$ cat config.mk
export PLATFORM = sky130hd
export DESIGN_NAME = pattern_shift_reg
export DESIGN_NICKNAME = d
export VERILOG_FILES = /design/src/rtl/pattern_shift_reg.sv
export SDC_FILE = /design/constraint.sdc
export NUM_CORES = 1
export LEC_CHECK = 0
export ABC_AREA = 0
export BUFFER_PORTS_ARGS = -buffer_cell sky130_fd_sc_hd__buf_2
export CORE_AREA = 2 2 55 57
export CTS_CLUSTER_DIAMETER = 80
export DETAILED_ROUTE_END_ITERATION = 16
export DIE_AREA = 0 0 57 59
export GPL_ROUTABILITY_DRIVEN = 0
export MAX_ROUTING_LAYER = met4
export PLACE_DENSITY_LB_ADDON = 0.2
export SYNTH_ARGS = -nofsm -noshare
export SYNTH_HDL_FRONTEND = slang
export SYNTH_SLANG_ARGS = --single-unit
$ cat constraint.sdc
create_clock -name clk -period 2.3 [get_ports clk]
set_input_delay 0.345 -clock clk [delete_from_list [all_inputs] [get_ports clk]]
set_output_delay 0.345 -clock clk [all_outputs]
set_load 0.005 [all_outputs]
$ cat src/rtl/pattern_shift_reg.sv
// rtl/pattern_shift_reg.sv - universal shift register with pattern matcher and saturating hit counter
module pattern_shift_reg #(
    parameter int               WIDTH   = 4,
    parameter logic [WIDTH-1:0] PATTERN = 4'b1011,
    parameter bit               OVERLAP = 1'b1,
    parameter int               CNT_W   = 8
) (
    input  logic             clk,
    input  logic             reset,
    input  logic             en,
    input  logic [1:0]       mode,
    input  logic             sin,
    input  logic [WIDTH-1:0] d,
    input  logic             cnt_clr,
    output logic [WIDTH-1:0] q,
    output logic             sout,
    output logic             match,
    output logic [CNT_W-1:0] match_cnt
);

    localparam int               FILL_W  = $clog2(WIDTH + 1);
    localparam logic [FILL_W-1:0] FULL   = FILL_W'(WIDTH);
    localparam logic [CNT_W-1:0]  CNT_MAX = '1;

    logic [FILL_W-1:0] fill;
    logic [FILL_W-1:0] fill_n;
    logic [WIDTH-1:0]  shl;
    logic [WIDTH-1:0]  shr;
    logic              hit;

    // A hit is judged on the value q is about to take, so match lines up with q.
    always_comb begin
        shl    = {q[WIDTH-2:0], sin};
        shr    = {sin, q[WIDTH-1:1]};
        fill_n = (fill == FULL) ? FULL : fill + 1'b1;
        hit    = en && (mode == 2'b01) && (fill_n == FULL) && (shl == PATTERN);
    end

    assign sout = (mode == 2'b10) ? q[0] : q[WIDTH-1];

    always_ff @(posedge clk or posedge reset) begin
        if (reset) begin
            q         <= '0;
            fill      <= '0;
            match     <= 1'b0;
            match_cnt <= '0;
        end else begin
            match <= hit;
            if (cnt_clr) begin
                match_cnt <= '0;
            end else if (hit && (match_cnt != CNT_MAX)) begin
                match_cnt <= match_cnt + 1'b1;
            end
            if (en) begin
                case (mode)
                    2'b01: begin
                        q    <= shl;
                        fill <= (hit && (OVERLAP == 1'b0)) ? '0 : fill_n;
                    end
                    2'b10: begin
                        q    <= shr;
                        fill <= '0;
                    end
                    2'b11: begin
                        q    <= d;
                        fill <= FULL;
                    end
                    default: ;
                endcase
            end
        end
    end

endmodule

==> results by group <==
Detailed routing
  • Detailed Route WL: 1900 µm
  • Routed wl met3: 107 µm
  • Routed WL per cell: 12.3 µm
  • First drt pass iteration count: 4
  • Top layer in use: met4
  • DRC: 0
  • Iteration-0 DRC Markers: 27
  • Detail Route Antenna Nets: 0
  • Via count: 816
  • Metal2 WL: 888 µm
  • M1 WL: 887 µm
  • Drt via density: 5.26

Floorplan
  • Core ar.: 0.00271 mm²
  • DIE AREA: 0.00336 mm²
  • Initial Util: 34.9%
  • Die height: 59 µm
  • Std cell rows: 19
  • Ports: 25
  • Die W: 57 µm

Min path
  • Hold Crit Class: input port to async pin

Finish
  • N_diodes: 0
  • Layout area overhead: 17.9%
  • Fraction of layout cells with a size suffix above 1: 26.6%
  • # nets final: 140
  • Final Util: 41.1%

STA
  • FMAX: 501 MHz
  • Hold WS: 0.126 ns
  • Slew @ Worst Pin: 0.694 ns
  • Skew final: 0.00678 ns
  • Final Hold Viols: 0
  • Setup TNS: 0 ns
  • Final setup viols: 0
  • Ratio of final minimum period to clock period: 86.8%
  • Min Tclk post-route: 2.00 ns
  • Relative slew slack: 53.3%
  • Final Max Slew Viols: 0
  • RSZ-0062 raised after global routing: false
  • Final WS setup: 0.305 ns

Worst setup path
  • Worst-path cell chain: inv_1, ha_1, nand3b_1, o21ai_1, nor4_4, nand4_1, mux2_1
  • CP top delay family: simple AND/OR/NAND/NOR gates
  • Crit path capture type: flop
  • CP Max Fanout: 7
  • CP bufs+invs: 1
  • Startpoint types: flop
  • Max stage delay cell, worst path: nor4_4
  • Crit Path Class: flop to flop
  • WP data arrival: 2.17 ns
  • Max incr delay on CP: 0.51 ns
  • Critical Path RT: 2.47 ns

Power and ir drop
  • Clk pwr share: 25.5%
  • LEAKAGE: 0.000552 µW
  • NetSw: 163 µW
  • Cell Pwr Density: 516 mW/mm²
  • VDD IR max: 228 µV
  • Int Pwr: 411 µW
  • Sw Share: 28.4%
  • Sequential share of power: 55.8%
  • Pwr Total: 574 µW
  • Comb pwr share: 18.7%

Synthesis
  • Synthesized area: 945 µm²
  • Syn Inst Count: 99
  • Mapped Avg Cell Area: 9.54 µm²
  • Synth warnings: 0
  • Post-Syn Nets: 113
  • Distinct cells, synth: 29
  • Register area share after synthesis: 42.4%
  • Yosys reg bits: 16

GRT
  • Total GRT Usage: 13.6%
  • Largest net degree at the start of global routing: 17
  • Remaining Overflow, GRT: 0
  • First-pass GRT wire length: 3460 µm
  • Initial antenna violation count: 0
  • Vias in the first global route: 800

Clocking
  • Later-pin clock latency in the skew report: 0.28 ns
  • Resized Gates After CTS: 0
  • Clk slew on worst S/H paths: 0.10 ns
  • Hold-fix buffers, CTS: 0
  • Clk buf depth: 2
  • Setup Fix Bufs, Post-CTS: 0
  • CTS tree: yes
  • CTS Buf Count: 3
  • Root buf cell: clkbuf_4
  • H-tree depth: 1
  • Clk sink count: 16

Outcome
  • Status: finished, final reports clean

Placed design
  • Dpl ws: 0.287 ns
  • Detail Placement HPWL: 1450 µm
  • PortBufs: 24

Run
  • Max-Cap Viols: 0
[layout make-up]
type                       count  area, µm²
tap                           31       38.8
fill                         277       1600
inverter                       7       26.3
timing repair buffer          25        128
sequential                    16        400
multi-input combinational     73        498
clock buffer                   3       22.5
[synthesized netlist by cell type]
master | count | area share [%]
ha_1 | 3 | 4.0
o21ai_0 | 5 | 2.6
o22ai_1 | 1 | 0.66
a21boi_1 | 1 | 0.79
and3b_1 | 1 | 0.93
a22o_1 | 5 | 4.6
nor4_4 | 1 | 2.3
nand2b_1 | 3 | 2.0
a21o_1 | 1 | 0.79
nand3_1 | 4 | 2.1
nor3_1 | 1 | 0.53
nor2_1 | 14 | 5.6
xnor2_1 | 1 | 0.93
a21oi_1 | 5 | 2.6
a31o_1 | 4 | 3.7
dfrtp_1 | 16 | 42
a211oi_1 | 1 | 0.79
o21ai_1 | 1 | 0.53
mux2_1 | 2 | 2.4
mux2_2 | 3 | 3.6
nor2b_1 | 2 | 1.3
buf_2 | 1 | 0.53
mux2i_1 | 3 | 3.2
nand3b_1 | 1 | 0.79
inv_1 | 7 | 2.8
nand4_1 | 4 | 2.6
buf_4 | 2 | 1.6
nand4_2 | 1 | 1.3
nand2_1 | 5 | 2.0
[through the flow]
| step | area [µm²] | instances |
|---|---|---|
| finish | 1110 | 155 |
| global route | 1110 | 155 |
| CTS | 1110 | 155 |
| detailed placement | 1090 | 152 |
| global placement | 1090 | 152 |
| floorplan | 945 | 99 |
[routing by layer]
layer  global-route usage (%)  vias to the layer above
li1                         -                      406
met1                     16.6                      386
met2                     21.3                       22
met3                     3.49                        2
met4                     5.98                        0
met5                        -                        -
[path summary, 6_finish.rpt]
path                          from  slack, ns            to  cells past startpoint
setup / recovery           fill[0]       0.30  match_cnt[3]                      7
hold / removal               reset       0.13          q[0]                      2
setup reg to reg           fill[0]       0.30  match_cnt[3]                      7
hold reg to reg            fill[1]       0.52       fill[1]                      2
max in group asynchronous    reset       1.76       fill[1]                      2
min in group clk                en       0.37          q[1]                      2
[cell families after synthesis]
logic type	Yosys count	synth area share, %
adders and majority gates	3	3.97
AOI/OAI and AO/OA	24	17.2
and+or+nand+nor	37	21.5
buffers and inverters	10	4.90
muxes	8	9.14
xor gates and xnor gates	1	0.927
DFF	16	42.4
[state kept, by name (all words and copies together) (netlist names)]
register	cells
match_cnt	8
q	4
fill	3
match	1
[power by group through the flow]
| stage | registers, µW | clock network (µW) | logic, µW |
|---|---|---|---|
| 5_1_grt | 324 | 171 | 123 |
| 2_1_floorplan | 322 | 0 | 71.9 |
| 6_report | 320 | 146 | 107 |
| 4_1_cts | 321 | 155 | 110 |
| 3_5_place_dp | 326 | 0 | 110 |
| 3_3_place_gp | 326 | 0 | 109 |
[cell usage in the layout (no fill, tap or decap), drive strengths merged, types with 2 or more instances in the layout]
master  count
nand2       5
inv         7
a22o        5
nand2b      3
mux2i       3
nor2b       2
a21oi       5
nand3       4
dfrtp      16
mux2        5
buf        25
a31o        4
nor2       14
nand4       5
o21ai       6
clkbuf      3
ha          3
(Power assumes the default switching activity.)
